$ cat config.mk
export PLATFORM = sky130hd
export DESIGN_NAME = sext_arbiter
export DESIGN_NICKNAME = d
export VERILOG_FILES = /design/src/rtl/sext_pkg.sv /design/src/rtl/sign_extend_32.sv /design/src/rtl/sext_arbiter.sv
export SDC_FILE = /design/constraint.sdc
export NUM_CORES = 1
export LEC_CHECK = 0
export ABC_AREA = 0
export BUFFER_PORTS_ARGS = -buffer_cell sky130_fd_sc_hd__buf_2
export CORE_MARGIN = 4
export CORE_UTILIZATION = 49
export DETAILED_ROUTE_END_ITERATION = 6
export GPL_TIMING_DRIVEN = 0
export MAX_ROUTING_LAYER = met4
export PLACE_DENSITY = 0.82
export SYNTH_ARGS = -nofsm -noshare
export SYNTH_HDL_FRONTEND = slang
export SYNTH_HIERARCHICAL = 1
export SYNTH_SLANG_ARGS = --single-unit
$ cat constraint.sdc
create_clock -name clk -period 4.1 [get_ports clk]
set_clock_uncertainty 0.15 [all_clocks]
set_input_delay 0.615 -clock clk [delete_from_list [all_inputs] [get_ports clk]]
set_output_delay 0.615 -clock clk [all_outputs]
set_load 0.05 [all_outputs]
$ cat src/rtl/sext_pkg.sv
// Shared constants for the sign-extension arbiter: widths, requester IDs and
// output-register controller states.
package sext_pkg;

  localparam int WORD_W = 32;
  localparam int POS_W  = 5;

  localparam logic REQ_DEC = 1'b0;
  localparam logic REQ_EXE = 1'b1;

  typedef enum logic {
    ST_EMPTY = 1'b0,
    ST_FULL  = 1'b1
  } state_e;

endpackage : sext_pkg

$ cat src/rtl/sign_extend_32.sv
// Combinational sign extension with big-endian bit numbering (bit 0 = MSB):
// every bit above the sign position is replaced by a[pos].
module sign_extend_32
  import sext_pkg::*;
(
  input  logic [0:WORD_W-1] a,
  input  logic [0:POS_W-1]  pos,
  output logic [0:WORD_W-1] y
);

  logic sign_bit;

  assign sign_bit = a[pos];

  always_comb begin
    for (int i = 0; i < WORD_W; i++) begin
      y[i] = (i < int'(pos)) ? sign_bit : a[i];
    end
  end

endmodule : sign_extend_32

$ cat src/rtl/sext_arbiter.sv
// Round-robin arbiter sharing one sign-extension unit between the decode and
// execute requesters, with a one-entry result register per accepted request.
module sext_arbiter
  import sext_pkg::*;
(
  input  logic              clk,
  input  logic              rst,
  input  logic              req_valid_0,
  input  logic              req_valid_1,
  output logic              req_ready_0,
  output logic              req_ready_1,
  input  logic [0:WORD_W-1] req_a_0,
  input  logic [0:WORD_W-1] req_a_1,
  input  logic [0:POS_W-1]  req_pos_0,
  input  logic [0:POS_W-1]  req_pos_1,
  output logic              rsp_valid_0,
  output logic              rsp_valid_1,
  input  logic              rsp_ready_0,
  input  logic              rsp_ready_1,
  output logic [0:WORD_W-1] rsp_y
);

  state_e            state_q, state_d;
  logic              owner_q, owner_d;
  logic              prio_q, prio_d;
  logic [0:WORD_W-1] y_q, y_d;

  logic              full;
  logic              drain;
  logic              free;
  logic              winner;
  logic              accept;
  logic [0:WORD_W-1] sel_a;
  logic [0:POS_W-1]  sel_pos;
  logic [0:WORD_W-1] ext_y;

  assign full  = (state_q == ST_FULL);
  assign drain = full & ((owner_q == REQ_EXE) ? rsp_ready_1 : rsp_ready_0);
  assign free  = ~full | drain;

  // Contention goes to prio; otherwise whichever single requester is valid.
  assign winner = (req_valid_0 & req_valid_1) ? prio_q :
                  (req_valid_1 ? REQ_EXE : REQ_DEC);
  assign accept = (req_valid_0 | req_valid_1) & free & ~rst;

  assign req_ready_0 = accept & (winner == REQ_DEC);
  assign req_ready_1 = accept & (winner == REQ_EXE);

  assign sel_a   = (winner == REQ_EXE) ? req_a_1 : req_a_0;
  assign sel_pos = (winner == REQ_EXE) ? req_pos_1 : req_pos_0;

  sign_extend_32 u_sext (
    .a   (sel_a),
    .pos (sel_pos),
    .y   (ext_y)
  );

  // NOTE: every always_comb output gets a default first so no path leaves it
  // unassigned, which would otherwise infer a latch.
  always_comb begin
    state_d = state_q;
    owner_d = owner_q;
    prio_d  = prio_q;
    y_d     = y_q;
    unique case (state_q)
      ST_EMPTY: if (accept) state_d = ST_FULL;
      ST_FULL:  if (drain && !accept) state_d = ST_EMPTY;
      default:  state_d = ST_EMPTY;
    endcase
    if (accept) begin
      owner_d = winner;
      prio_d  = ~winner;
      y_d     = ext_y;
    end
  end

  // NOTE: state registers use non-blocking assignments so every flop samples
  // the pre-edge values regardless of statement order.
  always_ff @(posedge clk) begin
    if (rst) begin
      state_q <= ST_EMPTY;
      owner_q <= REQ_DEC;
      prio_q  <= REQ_DEC;
      y_q     <= '0;
    end else begin
      state_q <= state_d;
      owner_q <= owner_d;
      prio_q  <= prio_d;
      y_q     <= y_d;
    end
  end

  assign rsp_valid_0 = full & (owner_q == REQ_DEC);
  assign rsp_valid_1 = full & (owner_q == REQ_EXE);
  assign rsp_y       = y_q;

endmodule : sext_arbiter

==> Implementation_results.wiki, run 1 <==
{| class="wikitable"
! Metric !! Value
|-
| Critical path type || input port to flip-flop
|-
| Worst endpoint required time || just over 4000 ps
|-
| Buf/Inv on CP || 6
|-
| Clock transition time at the flip-flop clock pins of the worst setup and hold paths || about 80 ps
|-
| Die height || roughly 83 um
|-
| Clock period minus worst slack || about 3800 ps
|-
| Total power divided by cell area || a little under 400 mW/mm^2
|-
| Count of flip-flops with a built-in enable after synthesis || 0
|-
| Slowest stage cell on the critical path || clkbuf_1
|-
| Setup_tns || 0 ps
|-
| Routed vias || about 2600
|-
| Detail-routed net length per standard cell || 16.4 um
|-
| Startpoint of the worst register-to-register path || prio_q
|-
| Total nets after synthesis || ~360
|-
| Number of top-level design ports || approximately 120
|-
| Startpoint of the tightest hold check path || owner_q
|-
| Stage delay of the slowest cell on the critical path || approximately 470 ps
|-
| Count of yosys warnings during synthesis || 6
|-
| Worst slew pin tran || 636 ps
|-
| Post-layout net count || ~480
|-
| Worst voltage drop across the vdd grid || roughly 0.21 mV
|-
| Number of antenna cells inserted || 0
|-
| Headroom to the max-slew limit || 0.576
|-
| Reported leakage power || roughly 1.7 nW
|-
| Initial Utilization || 0.506
|-
| Top-area cell type share of the netlist area || 0.372
|-
| Proportion of synthesized flip-flops having asynchronous set or reset || 0
|-
| Family with the most delay on the worst path || buffers and inverters
|-
| CP endpoint kind || flip-flop
|-
| Number of vias per cell || 5.37
|-
| Number of global-route vias before repair || 2771
|-
| Die Footprint || around 0.0070 mm^2
|-
| Leading post-synthesis cells by cell area || mux2_2 (37%), dfxtp_1 (25%), nor2b_1 (7.4%)
|-
| Die boundary width || around 83 um
|-
| Source-to-sink clock delay at the later pin of the worst-skew pair || about 290 ps
|-
| Clock Tree Buf Depth || 2
|-
| Most frequently used cell type in the post-synthesis netlist || mux2_2
|-
| Post-Syn Area per Cell || between 9 and 10 um^2
|-
| Cell at the root of the clock tree || clkbuf_8
|-
| Met3 Track Usage GR || 0.0496
|-
| Final antenna-violating net count || 0
|-
| Largest fanout on the critical path || 10
|-
| Fraction of layout cells with a size suffix above 1 || 0.579
|-
| Share of the clock period used by the worst path after layout || 0.932
|-
| Wire length of the first global-routing pass || between 10 and 15 mm
|-
| # setup viols final || 0
|-
| WL final || between 7 and 8 mm
|-
| GPL Wtd Cong || 0.937
|-
| Clock sinks || 35
|-
| Met1 Usage GRT || 0.274
|-
| Fraction of the yosys area taken by sequential cells || 0.252
|-
| Type of the most critical hold path || flip-flop to flip-flop
|-
| Number of clock buffers inserted by TritonCTS || 5
|-
| TritonCTS clock tree || yes
|-
| Synthesis-to-layout area growth || 27.5%
|-
| Instance count of the mapped netlist || roughly 280
|-
| Post-synthesis cell type with the largest combined area || mux2_2
|-
| Netlist Area Pre-Place || about 0.0028 mm^2
|-
| Cell chain of the critical path || buf_2 -> inv_1 -> o21ai_1 -> clkbuf_1 -> mux2_2 -> buf_6 -> buf_2 -> mux2i_1 -> o22ai_1 -> o21ai_1 -> nand3b_4 -> buf_6 -> mux2_1 -> mux2_2
|-
| Peak-usage layer in the global routing report || met2
|-
| Start point of the critical path || req_valid_0
|-
| Count of maximum capacitance violations || 0
|-
| Number of antenna violations at the first check in global routing || 0
|-
| Peak clock frequency supported by timing || between 200 and 300 MHz
|-
| H-Tree Level Count || 2
|-
| Max-slew violation count || 0
|-
| Pin count of the biggest net entering global routing || 11
|-
| DRC errors left || 0
|-
| Outcome || completed
|-
| Number of hold-repair buffers added at the cts stage || 0
|-
| Category of the worst setup path launch point || input port
|-
| Data arrival, critical path || around 3900 ps
|-
| Number of instances resized during post-cts repair || 0
|-
| Fraction of met2 tracks used by global routing || 0.414
|-
| Total congestion overflow after global routing || 0
|-
| Placeable core region || 0.00551 mm^2
|-
| Unrepaired setup endpoints after global routing || false
|-
| Final hold violation count || 0
|-
| Post-CTS setup buffers || 0
|-
| Synth top cells by count || mux2_2 (92), dfxtp_1 (35), nor2b_1 (33)
|-
| Global Route Usage Sum || 0.237
|-
| Fin Hold WS || 349 ps
|-
| Half-perimeter wire length of the detailed placement result || 6.18 mm
|-
| Number of core rows || 27
|-
| Flip-flop and latch count after synthesis || 35
|-
| DR iter-0 viols || 202
|-
| Port bufs || approximately 120
|-
| Post-synth top flop || dfxtp_1
|-
| Number of iterations in the first detailed-routing pass || 4
|-
| Post-synth cell types || 35
|}
-- stage by stage --
stage / total power, mW / cells / util / instance area, um^2 / setup WS [ps]
after global routing: 1.46 / 476 / 0.645 / 3550 / 142
final: 1.38 / 476 / 0.645 / 3550 / 278
after CTS: 1.39 / 476 / 0.645 / 3550 / 269
after global placement: 1.09 / 468 / 0.626 / 3450 / 23.4
after floorplan: 0.940 / 281 / - / 2780 / 676
after detailed placement: 1.11 / 468 / 0.626 / 3450 / -25.4
-- registers in the layout, summed over array words and instances (netlist names) --
name     flops
prio_q       1
owner_q      1
rsp_y       32
full         1
-- tightest hold or removal path: cells and delay by family (launching register included) --
| kind | cells | cell delay, ps |
|---|---|---|
| flops | 1 | 340 |
| simple gates | 1 | 60 |
| mux | 1 | 50 |
-- logic make-up (layout without fill, tap and decap cells) --
logic type,Yosys count,after routing,share of synthesized area
and+or+nand+nor,72,72,0.149
muxes,116,116,0.469
buffers and inverters,29,152,0.0580
DFF,35,35,0.252
AOI/OAI and AO/OA,29,29,0.0719
-- path summary, 6_finish.rpt --
check	endpoint	slack [ps]	cells past startpoint
setup / recovery	rsp_y[13]	280	14
setup reg to reg	rsp_y[13]	390	12
hold / removal	owner_q	350	2
hold reg to reg	owner_q	350	2
-- final cells by class --
cell class                      instances  area, um^2
Clock buffer                            8         100
Sequential cell                        35         701
Tap cell                               72        90.1
Inverter                                4        15.0
Fill cell                             481        1960
Buffer                                 25         146
Timing Repair Buffer                  115         576
Multi-Input combinational cell        217        1920
-- routing by layer --
| metal | share of wire | wire length (um) | vias to the layer above |
|---|---|---|---|
| li1 | - | - | 1242 |
| met4 | 0.015 | 119 | 0 |
| met2 | 0.50 | 3930 | 107 |
| met3 | 0.064 | 501 | 12 |
| met1 | 0.42 | 3260 | 1193 |
| met5 | 0 | 0 | - |
-- cells in the final DEF (no fill, tap or decap), types with 2 or more instances in the layout --
| cell type | count |
|---|---|
| and2_1 | 5 |
| buf_6 | 6 |
| o21ai_0 | 4 |
| inv_1 | 4 |
| nor2b_1 | 33 |
| nand4_1 | 2 |
| nand2_1 | 8 |
| mux2_1 | 4 |
| mux4_2 | 2 |
| nor2_1 | 11 |
| o21ai_1 | 2 |
| nand3_1 | 3 |
| mux2i_1 | 18 |
| o31ai_1 | 2 |
| dfxtp_1 | 35 |
| o22ai_1 | 4 |
| a31oi_1 | 3 |
| clkbuf_1 | 15 |
| or2_2 | 3 |
| a21oi_1 | 8 |
| mux2_2 | 92 |
| buf_2 | 118 |
| clkbuf_8 | 7 |
| nand2b_1 | 3 |
-- where the power goes --
group / total [mW] / internal (mW) / switching (mW)
combinational: 0.679 / 0.275 / 0.404
clock: 0.280 / 0.153 / 0.126
sequential: 0.421 / 0.396 / 0.0251
total: 1.38 / 0.824 / 0.556
Power figures use the tool's default switching activity.
==> run 2, diff against run 1 <==
Settings changed: SYNTH_HIERARCHICAL 1 to unset.
==> Implementation_results.wiki, run 2 <==
{| class="wikitable"
! Metric !! Value
|-
| Outcome || completed (unchanged)
|-
| Max FFs per register || 32 (unchanged)
|-
| Top-area cell type share of the netlist area || 0.252 (was 0.372)
|-
| Number of vias per cell || 6.58 (was 5.37)
|-
| Total power divided by cell area || 371 mW/mm^2 (was 389 mW/mm^2)
|-
| Most used cells in the layout excluding fill and tap cells || buf_2 (117), nand2_1 (74), dfxtp_1 (35) (was buf_2 (118), mux2_2 (92), dfxtp_1 (35))
|-
| Netlist Area Pre-Place || 0.00278 mm^2 (about the same)
|-
| Clock sinks || 35 (unchanged)
|-
| Startpoint of the tightest hold check path || rsp_y[14] (was owner_q)
|-
| Data arrival, critical path || 2940 ps (was 3850 ps)
|-
| Die boundary width || 83.3 um (was 83.4 um)
|-
| Reg-to-reg slack, setup || 950 ps (was 390 ps)
|-
| Number of top-level design ports || 116 (unchanged)
|-
| Post-CTS setup buffers || 0 (unchanged)
|-
| Reported leakage power || 1.69 nW (was 1.67 nW)
|-
| Global Route Usage Sum || 0.351 (was 0.237)
|-
| Worst voltage drop across the vdd grid || 0.243 mV (was 0.212 mV)
|-
| Total nets after synthesis || 424 (was 361)
|-
| Clock transition time at the flip-flop clock pins of the worst setup and hold paths || 80 ps (about the same)
|-
| Detail-routed net length per standard cell || 22.2 um (was 16.4 um)
|-
| Count of yosys warnings during synthesis || 0 (was 6)
|-
| H-Tree Level Count || 2 (unchanged)
|-
| Worst Hold Path Cells || 1 (was 2)
|-
| Largest fanout on the critical path || 10 (unchanged)
|-
| Type of the most critical hold path || flip-flop to flip-flop (unchanged)
|-
| Synthesis-to-layout area growth || 28.0% (was 27.5%)
|-
| Proportion of synthesized flip-flops having asynchronous set or reset || 0 (unchanged)
|-
| Filler instances || 497 (was 481)
|-
| Setup_tns || 0 ps (unchanged)
|-
| TritonCTS clock tree || yes (unchanged)
|-
| Flip-flop and latch count after synthesis || 35 (unchanged)
|-
| Headroom to the max-slew limit || 0.387 (was 0.576)
|-
| Most frequently used cell type in the post-synthesis netlist || nand2_1 (was mux2_2)
|-
| Post-layout net count || 545 (was 483)
|-
| # placed instances || 530 (was 468)
|-
| Share of the clock period used by the worst path after layout || 0.903 (was 0.932)
|-
| Hold worst-path end || rsp_y[14] (was owner_q)
|-
| Unrepaired setup endpoints after global routing || false (unchanged)
|-
| Number of core rows || 27 (unchanged)
|-
| Total congestion overflow after global routing || 0 (unchanged)
|-
| Instance count of the mapped netlist || 344 (was 281)
|-
| Final cell count without fillers || 539 (was 476)
|-
| Clock period minus worst slack || 3700 ps (was 3820 ps)
|-
| Fraction of the yosys area taken by sequential cells || 0.252 (about the same)
|-
| Port bufs || 113 (was 115)
|-
| Clock Tree Buf Depth || 2 (unchanged)
|-
| Synth top cells by count || nand2_1 (74), dfxtp_1 (35), nor2_1 (29) (was mux2_2 (92), dfxtp_1 (35), nor2b_1 (33))
|-
| Worst Reg2Reg Path Length in Cells || 8 (was 12)
|-
| CP endpoint kind || output pin (was flip-flop)
|-
| Initial Utilization || 0.504 (was 0.506)
|-
| Wire length of the first global-routing pass || 18.8 mm (was 13.2 mm)
|-
| DRC errors left || 0 (unchanged)
|-
| Cell at the root of the clock tree || clkbuf_8 (unchanged)
|-
| Post-Syn Area per Cell || 8.07 um^2 (was 9.91 um^2)
|-
| Final antenna-violating net count || 0 (unchanged)
|-
| Die height || 83.3 um (was 83.4 um)
|-
| Number of instances resized during post-cts repair || 0 (unchanged)
|-
| Startpoint of the worst register-to-register path || prio_q (unchanged)
|-
| Most frequent standard cell in the layout excluding fill and tap cells || buf_2 (unchanged)
|-
| Number of clock buffers inserted by TritonCTS || 5 (unchanged)
|-
| Die Footprint || 0.00693 mm^2 (was 0.00695 mm^2)
|-
| Source-to-sink clock delay at the later pin of the worst-skew pair || 300 ps (was 290 ps)
|-
| # setup viols final || 0 (unchanged)
|-
| Category of the worst setup path launch point || flip-flop (was input port)
|-
| Number of global-route vias before repair || 3566 (was 2771)
|-
| Post-synth cell types || 55 (was 35)
|-
| Fraction of layout cells with a size suffix above 1 || 0.335 (was 0.579)
|-
| GPL Wtd Cong || 0.982 (was 0.937)
|-
| Pin count of the biggest net entering global routing || 13 (was 11)
|-
| WL final || 11.9 mm (was 7.82 mm)
|-
| Reg-to-Reg End || rsp_y[24] (was rsp_y[13])
|-
| Number of iterations in the first detailed-routing pass || 5 (was 4)
|-
| Count of maximum capacitance violations || 0 (unchanged)
|-
| Final hold violation count || 0 (unchanged)
|-
| DR iter-0 viols || 452 (was 202)
|-
| Post-synth top flop || dfxtp_1 (unchanged)
|-
| Max-slew violation count || 0 (unchanged)
|-
| Placeable core region || 0.00551 mm^2 (unchanged)
|-
| Critical path type || flip-flop to output pin (was input port to flip-flop)
|-
| Number of antenna violations at the first check in global routing || 1 (was 0)
|-
| Worst endpoint required time || 3340 ps (was 4120 ps)
|-
| Routed vias || 3549 (was 2554)
|-
| Number of hold-repair buffers added at the cts stage || 0 (unchanged)
|-
| Peak clock frequency supported by timing || 270 MHz (was 262 MHz)
|-
| Count of flip-flops with a built-in enable after synthesis || 0 (unchanged)
|-
| Half-perimeter wire length of the detailed placement result || 9.30 mm (was 6.18 mm)
|-
| Leading post-synthesis cells by cell area || dfxtp_1 (25%), mux4_2 (11%), nand2_1 (10%) (was mux2_2 (37%), dfxtp_1 (25%), nor2b_1 (7.4%))
|-
| Worst slew pin tran || 920 ps (was 636 ps)
|-
| Post-synthesis cell type with the largest combined area || dfxtp_1 (was mux2_2)
|}
==> run 2: power by group <==
part | total (mW) | internal, mW | switching [mW]
Clock | 0.327 | 0.181 | 0.146
Sequential | 0.413 | 0.386 | 0.0274
Combinational | 0.577 | 0.177 | 0.400
Total | 1.32 | 0.745 | 0.573
==> run 2: layout make-up <==
| type | count | area, um^2 | area share |
|---|---|---|---|
| timing repair buffer | 114 | 571 | 0.161 |
| inverter | 5 | 18.8 | 0.00529 |
| clock inverter | 3 | 43.8 | 0.0123 |
| tap | 72 | 90.1 | 0.0254 |
| sequential | 35 | 701 | 0.197 |
| clock buffer | 5 | 68.8 | 0.0194 |
| antenna | 1 | 2.50 | 0.000705 |
| multi-input combinational | 280 | 1930 | 0.544 |
| buffer | 24 | 124 | 0.0349 |
==> run 2: kinds of logic (layout without fill, tap and decap cells) <==
logic type / Yosys count / count (layout) / synth area share
mux: 34 / 34 / 0.193
other cells: 0 / 1 / 0
compound gates: 94 / 94 / 0.246
buf+inv: 29 / 151 / 0.0514
simple gates: 152 / 152 / 0.257
flops: 35 / 35 / 0.252
==> run 2: layer usage <==
metal,global-route usage,vias to the layer above,part of all wire
li1,-,1555,-
met1,0.441,1643,0.38
met2,0.549,308,0.46
met3,0.0853,43,0.13
met4,0.123,0,0.029
met5,-,-,0
==> run 2: critical path, cell delays in order (launching register included) <==
cell and delay [ps]:
dfxtp_1 330, nand2b_1 180, nand2_1 150, clkbuf_1 480, clkbuf_1 590, clkbuf_1 540
nor2_1 120, buf_2 240
==> run 2: worst max-delay path by stage <==
| stage | slack, ps | end | start | depth (start not counted) |
|---|---|---|---|---|
| 3_5_place_dp | 490 | req_ready_1 | req_valid_0 | 8 |
| 4_1_cts | 490 | req_ready_1 | req_valid_0 | 8 |
| 5_1_grt | 240 | req_ready_1 | prio_q | 7 |
| 2_1_floorplan | 1100 | req_ready_1 | req_valid_0 | 6 |
| 6_report | 400 | req_ready_1 | prio_q | 7 |
| 3_3_place_gp | 490 | req_ready_1 | req_valid_0 | 8 |
==> run 2: stage by stage <==
| step | setup WS (ps) | util | power, mW | instance area [um^2] | hold WS, ps |
|---|---|---|---|---|---|
| floorplan | 1100 | - | 0.801 | 2780 | 291 |
| global placement | 489 | 0.623 | 0.978 | 3430 | 292 |
| detailed placement | 490 | 0.624 | 0.984 | 3440 | 299 |
| CTS | 491 | 0.644 | 1.30 | 3550 | 321 |
| global route | 241 | 0.645 | 1.37 | 3550 | 343 |
| finish | 396 | 0.645 | 1.32 | 3550 | 316 |
